`src/rtl/hand_tracker.sv`:
```
// hand_tracker: per-frame centroid tracker for two coloured hand markers.
// Accumulates x/y sums and pixel counts of hand-1/hand-2 marker pixels over
// the active area. On each vsync falling edge it divides sum by count with one
// shared restoring divider and commits both centroids and the debounced grab
// flags together, pulsing update for one cycle.
//
// Ports:
//   clock_65mhz, reset_n           pixel clock, async active-low reset
//   hcount, vcount, vsync, blank   raster timing (vsync active-low)
//   is_hand1, is_hand2             per-pixel marker classification
//   userhand{1,2}{x,y}             committed centroids (reset 512/384)
//   usergrab1, usergrab2           debounced grab state
//   update                         one-cycle pulse when the outputs commit
//
// Optional build macro: HAND_SMOOTH_EN -- commit (old + new + 1) >> 1 instead
// of the raw centroid for hands that were found this frame.
module hand_tracker #(
  parameter int unsigned H_ACTIVE   = 1024,
  parameter int unsigned V_ACTIVE   = 768,
  parameter int unsigned MIN_PIXELS = 64,
  parameter int unsigned GRAB_ON    = 2000,
  parameter int unsigned GRAB_OFF   = 1200,
  parameter int unsigned DEBOUNCE   = 3
) (
  input  logic        clock_65mhz,
  input  logic        reset_n,
  input  logic [10:0] hcount,
  input  logic [9:0]  vcount,
  input  logic        vsync,
  input  logic        blank,
  input  logic        is_hand1,
  input  logic        is_hand2,
  output logic [10:0] userhand1x,
  output logic [9:0]  userhand1y,
  output logic [10:0] userhand2x,
  output logic [9:0]  userhand2y,
  output logic        usergrab1,
  output logic        usergrab2,
  output logic        update
);

  localparam int unsigned XW    = 11;
  localparam int unsigned YW    = 10;
  localparam int unsigned SXW   = 31;
  localparam int unsigned SYW   = 30;
  localparam int unsigned CW    = 20;
  localparam int unsigned ITW   = 5;
  localparam int unsigned NITER = 31;
  localparam int unsigned DCW   = (DEBOUNCE < 2) ? 1 : $clog2(DEBOUNCE);

  localparam logic [CW-1:0]  MIN_C      = CW'(MIN_PIXELS);
  localparam logic [CW-1:0]  GRAB_ON_C  = CW'(GRAB_ON);
  localparam logic [CW-1:0]  GRAB_OFF_C = CW'(GRAB_OFF);
  localparam logic [XW-1:0]  X_MAX      = XW'(H_ACTIVE - 1);
  localparam logic [YW-1:0]  Y_MAX      = YW'(V_ACTIVE - 1);
  localparam logic [XW-1:0]  X_RST      = XW'(H_ACTIVE / 2);
  localparam logic [YW-1:0]  Y_RST      = YW'(V_ACTIVE / 2);
  localparam logic [DCW-1:0] DEB_LAST   = DCW'(DEBOUNCE - 1);

  typedef enum logic [2:0] {
    ST_IDLE,
    ST_DIV_X1,
    ST_DIV_Y1,
    ST_DIV_X2,
    ST_DIV_Y2,
    ST_COMMIT
  } state_e;

  // Frame-edge detection and pixel qualification
  logic       vsync_q;
  logic       frame_end_c;
  logic [1:0] hit_c;

  // Running accumulators and per-frame snapshots, indexed by hand
  logic [SXW-1:0] sumx_q [2];
  logic [SXW-1:0] sumx_d [2];
  logic [SYW-1:0] sumy_q [2];
  logic [SYW-1:0] sumy_d [2];
  logic [CW-1:0]  cnt_q  [2];
  logic [CW-1:0]  cnt_d  [2];
  logic [SXW-1:0] snap_sx_q  [2];
  logic [SXW-1:0] snap_sx_d  [2];
  logic [SYW-1:0] snap_sy_q  [2];
  logic [SYW-1:0] snap_sy_d  [2];
  logic [CW-1:0]  snap_cnt_q [2];
  logic [CW-1:0]  snap_cnt_d [2];

  // Sequencer and shared divider
  state_e         state_q, state_d;
  logic [ITW-1:0] iter_q, iter_d;
  logic [CW-1:0]  rem_q, rem_d;
  logic [SXW-1:0] quo_q, quo_d;

  // Division results waiting for commit
  logic [XW-1:0] resx_q [2];
  logic [XW-1:0] resx_d [2];
  logic [YW-1:0] resy_q [2];
  logic [YW-1:0] resy_d [2];

  // Committed outputs and debounce state
  logic [XW-1:0]  posx_q [2];
  logic [XW-1:0]  posx_d [2];
  logic [YW-1:0]  posy_q [2];
  logic [YW-1:0]  posy_d [2];
  logic [1:0]     grab_q, grab_d;
  logic [DCW-1:0] deb_q [2];
  logic [DCW-1:0] deb_d [2];
  logic           update_q, update_d;

  // Divider decode
  logic           div_h_c;
  logic           div_y_c;
  logic [SXW-1:0] dividend_c;
  logic [CW-1:0]  divisor_c;
  logic [CW:0]    rem_sh_c;
  logic           div_ge_c;
  logic [CW-1:0]  rem_nx_c;
  logic [SXW-1:0] quo_nx_c;
  logic [XW-1:0]  x_clip_c;
  logic [YW-1:0]  y_clip_c;
  logic [1:0]     lost_c;
  logic [1:0]     qual_c;
  state_e         next_div_c;

`ifdef HAND_SMOOTH_EN
  // One-pole smoothing with a one-bit-wider intermediate so the sum never wraps
  function automatic logic [XW-1:0] smooth_x(input logic [XW-1:0] a, input logic [XW-1:0] b);
    logic [XW:0] s;
    s = {1'b0, a} + {1'b0, b} + (XW+1)'(1);
    return s[XW:1];
  endfunction

  function automatic logic [YW-1:0] smooth_y(input logic [YW-1:0] a, input logic [YW-1:0] b);
    logic [YW:0] s;
    s = {1'b0, a} + {1'b0, b} + (YW+1)'(1);
    return s[YW:1];
  endfunction
`endif

  assign frame_end_c = vsync_q & ~vsync;
  assign hit_c       = {is_hand2, is_hand1} & {2{~blank}};

  // Shared restoring divider step and per-hand frame classification
  always_comb begin
    div_h_c    = (state_q == ST_DIV_X2) || (state_q == ST_DIV_Y2);
    div_y_c    = (state_q == ST_DIV_Y1) || (state_q == ST_DIV_Y2);
    dividend_c = div_y_c ? SXW'(snap_sy_q[div_h_c]) : snap_sx_q[div_h_c];
    divisor_c  = snap_cnt_q[div_h_c];
    rem_sh_c   = {rem_q, quo_q[SXW-1]};
    div_ge_c   = (rem_sh_c >= {1'b0, divisor_c});
    // remainder stays below the divisor, so the top bit is always zero here
    rem_nx_c   = div_ge_c ? CW'(rem_sh_c - {1'b0, divisor_c}) : CW'(rem_sh_c);
    quo_nx_c   = {quo_q[SXW-2:0], div_ge_c};
    x_clip_c   = (quo_nx_c > SXW'(X_MAX)) ? X_MAX : quo_nx_c[XW-1:0];
    y_clip_c   = (quo_nx_c > SXW'(Y_MAX)) ? Y_MAX : quo_nx_c[YW-1:0];
    lost_c     = '0;
    qual_c     = '0;
    for (int h = 0; h < 2; h++) begin
      lost_c[h] = (snap_cnt_q[h] < MIN_C);
      // grabbing hands look for open frames (a lost hand counts as open),
      // released hands look for closed frames
      qual_c[h] = grab_q[h] ? (lost_c[h] || (snap_cnt_q[h] < GRAB_OFF_C))
                            : (snap_cnt_q[h] >= GRAB_ON_C);
    end
    unique case (state_q)
      ST_DIV_X1: next_div_c = ST_DIV_Y1;
      ST_DIV_Y1: next_div_c = ST_DIV_X2;
      ST_DIV_X2: next_div_c = ST_DIV_Y2;
      default:   next_div_c = ST_COMMIT;
    endcase
  end

  // Next-state: accumulation, snapshot, division sequencing and commit
  always_comb begin
    state_d    = state_q;
    iter_d     = iter_q;
    rem_d      = rem_q;
    quo_d      = quo_q;
    sumx_d     = sumx_q;
    sumy_d     = sumy_q;
    cnt_d      = cnt_q;
    snap_sx_d  = snap_sx_q;
    snap_sy_d  = snap_sy_q;
    snap_cnt_d = snap_cnt_q;
    resx_d     = resx_q;
    resy_d     = resy_q;
    posx_d     = posx_q;
    posy_d     = posy_q;
    grab_d     = grab_q;
    deb_d      = deb_q;
    update_d   = 1'b0;

    for (int h = 0; h < 2; h++) begin
      if (frame_end_c) begin
        // a pixel on the edge cycle starts the new frame
        sumx_d[h] = hit_c[h] ? SXW'(hcount) : '0;
        sumy_d[h] = hit_c[h] ? SYW'(vcount) : '0;
        cnt_d[h]  = hit_c[h] ? CW'(1) : '0;
        // a busy sequencer keeps its snapshot, so this frame is dropped
        if (state_q == ST_IDLE) begin
          snap_sx_d[h]  = sumx_q[h];
          snap_sy_d[h]  = sumy_q[h];
          snap_cnt_d[h] = cnt_q[h];
        end
      end else if (hit_c[h]) begin
        sumx_d[h] = sumx_q[h] + SXW'(hcount);
        sumy_d[h] = sumy_q[h] + SYW'(vcount);
        cnt_d[h]  = cnt_q[h] + CW'(1);
      end
    end

    unique case (state_q)
      ST_IDLE: begin
        iter_d = '0;
        if (frame_end_c) state_d = ST_DIV_X1;
      end
      ST_DIV_X1, ST_DIV_Y1, ST_DIV_X2, ST_DIV_Y2: begin
        if (lost_c[div_h_c]) begin
          // lost hand: nothing to divide, the commit keeps the held value
          state_d = next_div_c;
        end else if (iter_q == '0) begin
          rem_d  = '0;
          quo_d  = dividend_c;
          iter_d = ITW'(1);
        end else begin
          rem_d = rem_nx_c;
          quo_d = quo_nx_c;
          if (iter_q == ITW'(NITER)) begin
            if (div_y_c) resy_d[div_h_c] = y_clip_c;
            else         resx_d[div_h_c] = x_clip_c;
            iter_d  = '0;
            state_d = next_div_c;
          end else begin
            iter_d = iter_q + ITW'(1);
          end
        end
      end
      ST_COMMIT: begin
        update_d = 1'b1;
        state_d  = ST_IDLE;
        for (int h = 0; h < 2; h++) begin
          if (!lost_c[h]) begin
`ifdef HAND_SMOOTH_EN
            posx_d[h] = smooth_x(posx_q[h], resx_q[h]);
            posy_d[h] = smooth_y(posy_q[h], resy_q[h]);
`else
            posx_d[h] = resx_q[h];
            posy_d[h] = resy_q[h];
`endif
          end
          if (qual_c[h]) begin
            if (deb_q[h] == DEB_LAST) begin
              grab_d[h] = ~grab_q[h];
              deb_d[h]  = '0;
            end else begin
              deb_d[h] = deb_q[h] + DCW'(1);
            end
          end else begin
            deb_d[h] = '0;
          end
        end
      end
      default: state_d = ST_IDLE;
    endcase
  end

  // State registers
  always_ff @(posedge clock_65mhz or negedge reset_n) begin
    if (!reset_n) begin
      vsync_q  <= 1'b0;
      state_q  <= ST_IDLE;
      iter_q   <= '0;
      rem_q    <= '0;
      quo_q    <= '0;
      grab_q   <= '0;
      update_q <= 1'b0;
      for (int h = 0; h < 2; h++) begin
        sumx_q[h]     <= '0;
        sumy_q[h]     <= '0;
        cnt_q[h]      <= '0;
        snap_sx_q[h]  <= '0;
        snap_sy_q[h]  <= '0;
        snap_cnt_q[h] <= '0;
        resx_q[h]     <= X_RST;
        resy_q[h]     <= Y_RST;
        posx_q[h]     <= X_RST;
        posy_q[h]     <= Y_RST;
        deb_q[h]      <= '0;
      end
    end else begin
      vsync_q  <= vsync;
      state_q  <= state_d;
      iter_q   <= iter_d;
      rem_q    <= rem_d;
      quo_q    <= quo_d;
      grab_q   <= grab_d;
      update_q <= update_d;
      for (int h = 0; h < 2; h++) begin
        sumx_q[h]     <= sumx_d[h];
        sumy_q[h]     <= sumy_d[h];
        cnt_q[h]      <= cnt_d[h];
        snap_sx_q[h]  <= snap_sx_d[h];
        snap_sy_q[h]  <= snap_sy_d[h];
        snap_cnt_q[h] <= snap_cnt_d[h];
        resx_q[h]     <= resx_d[h];
        resy_q[h]     <= resy_d[h];
        posx_q[h]     <= posx_d[h];
        posy_q[h]     <= posy_d[h];
        deb_q[h]      <= deb_d[h];
      end
    end
  end

  assign userhand1x = posx_q[0];
  assign userhand1y = posy_q[0];
  assign userhand2x = posx_q[1];
  assign userhand2y = posy_q[1];
  assign usergrab1  = grab_q[0];
  assign usergrab2  = grab_q[1];
  assign update     = update_q;

endmodule

```
`config.mk`:
```
export PLATFORM = sky130hd
export DESIGN_NAME = hand_tracker
export DESIGN_NICKNAME = d
export VERILOG_FILES = /design/src/rtl/hand_tracker.sv
export SDC_FILE = /design/constraint.sdc
export NUM_CORES = 1
export LEC_CHECK = 0
export CORE_AREA = 3 3 210 212
export CTS_CLUSTER_SIZE = 12
export DETAILED_ROUTE_END_ITERATION = 8
export DIE_AREA = 0 0 213 215
export GPL_TIMING_DRIVEN = 0
export PLACE_DENSITY = 0.88
export SYNTH_ARGS = -nofsm -noshare
export SYNTH_HDL_FRONTEND = slang
export SYNTH_SLANG_ARGS = --single-unit
```
`constraint.sdc`:
```
create_clock -name clock_65mhz -period 3.9 [get_ports clock_65mhz]
set_clock_uncertainty 0.2 [all_clocks]
set_input_delay 0.78 -clock clock_65mhz [delete_from_list [all_inputs] [get_ports clock_65mhz]]
set_output_delay 0.78 -clock clock_65mhz [all_outputs]
set_load 0.005 [all_outputs]
```
==> impl_metrics.env <==
export IMPL_final_cell_count_no_fill=3047
export IMPL_synth_area_leaders="dfrtp_1 49%, mux2_2 9.3%, nand2_1 4.0%, nor2_1 3.8%, a21oi_1 3.7%"
export IMPL_die_h_microns=215
export IMPL_worst_slew_pin_slew_ns=1.18
export IMPL_swShare_pct=34.2
export IMPL_switchingPower_uw=5130
export IMPL_grt_remaining_overflow=0
export IMPL_fillers=2978
export IMPL_finalSetupViolations=15
export IMPL_async_flop_share_pct=100
export IMPL_clkLatencyLatePin_ns=0.61
export IMPL_leakagePower_uw=0.0123
export IMPL_period_share_pct=104
export IMPL_yosys_cell_types_count=69
export IMPL_die_area_sq_um=45800
export IMPL_max_cap_viol_count=0
export IMPL_worst_slack_ns=-0.154
export IMPL_hold_path_class="flop to flop"
export IMPL_rows=75
export IMPL_violations="negative setup slack"
export IMPL_gp_congestion=0.953
export IMPL_start_util_pct=56.1
export IMPL_yosys_area_top_type="dfrtp_1"
export IMPL_drt_iter0_drc=2089
export IMPL_multi_input_area_sq_um=11400
export IMPL_ys_warnings_count=0
export IMPL_grt_pass1_wl_mm=104
export IMPL_antenna_left=0
export IMPL_htreeDepth=2
export IMPL_synth_cells=2325
export IMPL_grt_pass1_vias=19500
export IMPL_power_density_nw_per_um2=550
export IMPL_synth_top_area_share_pct=49.0
export IMPL_cts_tree="built"
export IMPL_portBuffers=71
export IMPL_drc_errors=0
export IMPL_cts_root_buf="clkbuf_16"
export IMPL_ys_ff_latch=475
export IMPL_post_dp_hpwl_mm=46.1
export IMPL_antenna_found_initial=1
export IMPL_wl_per_cell_microns=22.0
export IMPL_cts_clk_slew_worst_paths_ns=0.06
export IMPL_place_inst=2939
export IMPL_die_x_microns=213
export IMPL_rsz0062_at_grt="yes"
export IMPL_drv_slew=0
export IMPL_avgSynthCellArea_sq_um=10.2
export IMPL_postPlaceCellArea_sq_um=25200
export IMPL_cp_start_kind="flop"
export IMPL_clock_sinks=475
export IMPL_grt_use_total_pct=28.6
export IMPL_crit_path_max_fanout=6
export IMPL_seqPwrFrac_pct=37.4
export IMPL_worstSetupPathType="flop to flop"
export IMPL_crit_arrival_ns=4.34
export IMPL_final_hold_violation_count=0
export IMPL_core_area_sq_um=42100
export IMPL_status="complete, but fails checks"
export IMPL_vias_per_cell=6.38
export IMPL_synth_edf_count=0
export IMPL_syn_num_nets=2424
export IMPL_pin_count=72
export IMPL_synth_ff_type="dfrtp_1"
export IMPL_intPower_uw=9860
export IMPL_fin_setup_tns_ns=-0.803
export IMPL_seq_area_sq_um=11900
export IMPL_grt_max_degree=121
export IMPL_dr_pass1_iters=8
export IMPL_power_frac_comb_pct=32.4
export IMPL_netlist_area_sq_um=23700
export IMPL_peakVddDrop_v=0.000424
export IMPL_vias=19400
export IMPL_finalCriticalPeriod_ns=4.05
export IMPL_wl_mm=67.1
export IMPL_fmax_mhz=247
export IMPL_clockPowerShare_pct=30.2
export IMPL_drive_gt1_share_pct=15.4
export IMPL_final_design_area_no_fill_sq_um=27300
export IMPL_synth_seq_area_share_pct=50.3
export IMPL_area_growth_pct=15.2
export IMPL_cts_buffers=49
export IMPL_end_kind="flop"
export IMPL_nets=2575
export IMPL_max_slew_margin_pct=21.1
export IMPL_diodes=0
export IMPL_cp_data_required_time_ns=4.18
export IMPL_ctsLongestPathBuffers=3
critical path: stages (launching register included):
cell and delay [ns]:
dfrtp_1 0.43, buf_6 0.15, nand3b_1 0.25, nand2_4 0.19, buf_12 0.15, buf_12 0.14, mux2i_4 0.27, ha_4 0.24
nor2b_4 0.13, o211ai_1 0.31, a21oi_2 0.14, buf_4 0.17, o2111ai_4 0.22, a21oi_2 0.08, o31a_1 0.25, or3_1 0.34
a31oi_1 0.18, o21ai_1 0.07
cell families after synthesis:
| kind of cell | count (synthesis) | synth area share (%) |
|---|---|---|
| xor+xnor | 142 | 5.26 |
| simple gates | 762 | 14.8 |
| flops | 475 | 50.3 |
| mux | 225 | 10.6 |
| buf+inv | 156 | 2.58 |
| fa+ha+maj | 72 | 3.97 |
| compound gates | 493 | 12.5 |
routing by layer:
metal,vias up,global-route usage [%],part of all wire [%]
met4,0,13.8,5.1
met2,1090,45.8,47
met5,-,0,0
met3,278,5.86,8.6
met1,9615,37.3,39
li1,8444,-,-
power groups by stage:
stage	Combinational, uW	Clock [uW]	Sequential (uW)
after floorplan	2860	0	5560
after global routing	5150	4750	5640
after CTS	4250	4540	5590
after global placement	3850	0	5660
final	4850	4520	5610
after detailed placement	4040	0	5660
path summary, 6_finish.rpt:
path / from / end / slack (ns) / cells after the start
worst max register to register: state_q[2]$_DFFE_PN0P_ / rem_q[18]$_DFFE_PN0P_ / -0.15 / 17
worst max-delay path: state_q[2]$_DFFE_PN0P_ / rem_q[18]$_DFFE_PN0P_ / -0.15 / 17
min in group asynchronous: reset_n / userhand2x[3]$_DFFE_PN0P_ / 0.52 / 2
worst min-delay path: snap_sx_q[44]$_DFFE_PN0P_ / snap_sx_q[44]$_DFFE_PN0P_ / 0.28 / 2
worst min register to register: snap_sx_q[44]$_DFFE_PN0P_ / snap_sx_q[44]$_DFFE_PN0P_ / 0.28 / 2
max in group asynchronous: reset_n / sumx_q[57]$_DFFE_PN0P_ / 1.58 / 4
per-stage QoR:
| stage | utilization [%] | total power, uW | worst slack [ns] | hold slack (ns) |
|---|---|---|---|---|
| floorplan | - | 8420 | 0.0355 | 0.242 |
| global placement | 59.5 | 9510 | -18.10 | 0.256 |
| detailed placement | 59.8 | 9700 | -1.01 | 0.275 |
| CTS | 63.7 | 14400 | 0.000529 | 0.287 |
| global route | 64.7 | 15500 | -0.247 | 0.308 |
| finish | 64.7 | 15000 | -0.154 | 0.285 |
Yosys cell counts (all sizes together), types with 38 or more instances:
master  count
dfrtp     463
nand2     249
nor2      239
mux2      196
a21oi     174
o21ai     155
clkbuf     90
xor2       80
ha         67
xnor2      62
inv        46
nand3      42
and2       38
flip-flops by register name (all words and copies together) (netlist names), 2 cells and up:
signal	count
snap_sx_q	62
sumx_q	62
snap_sy_q	60
sumy_q	60
cnt_q	40
snap_cnt_q	40
quo_q	31
resx_q	22
rem_q	20
resy_q	20
userhand1x	11
userhand2x	11
userhand1y	10
userhand2y	10
iter_q	5
deb_q	4
state_q	3
grab_q	2
layout by cell type (no fill, tap or decap), drive strengths merged, types with 19 or more instances in the layout:
master         count
dfrtp            463
nand2            249
nor2             239
mux2             196
a21oi            174
clkbuf           159
o21ai            155
xor2              80
clkdlybuf4s50     70
ha                67
xnor2             62
buf               54
inv               50
nand3             42
and2              38
a211oi            36
nor3              36
a311oi            29
mux2i             29
and3              26
nand4             26
nor2b             23
nand2b            21
a21o              19
final cells by class:
type | instances | share of cell area [%]
Clock inverter | 8 | 0.358
Multi-Input combinational cell | 1694 | 42.0
Sequential cell | 475 | 43.7
Timing Repair Buffer | 104 | 3.90
Tap cell | 539 | 2.47
Buffer | 105 | 1.81
Inverter | 47 | 0.647
Clock buffer | 75 | 5.19
timing repair:
item	in CTS	in global routing
setup endpoints to repair	35	54
hold endpoints to repair	58	0
hold buffers	1	0
resized for setup	29	57
cloned	0	1
pin swaps	8	19
setup buffers	7	20
No activity file was read; power rests on OpenSTA's default activity.
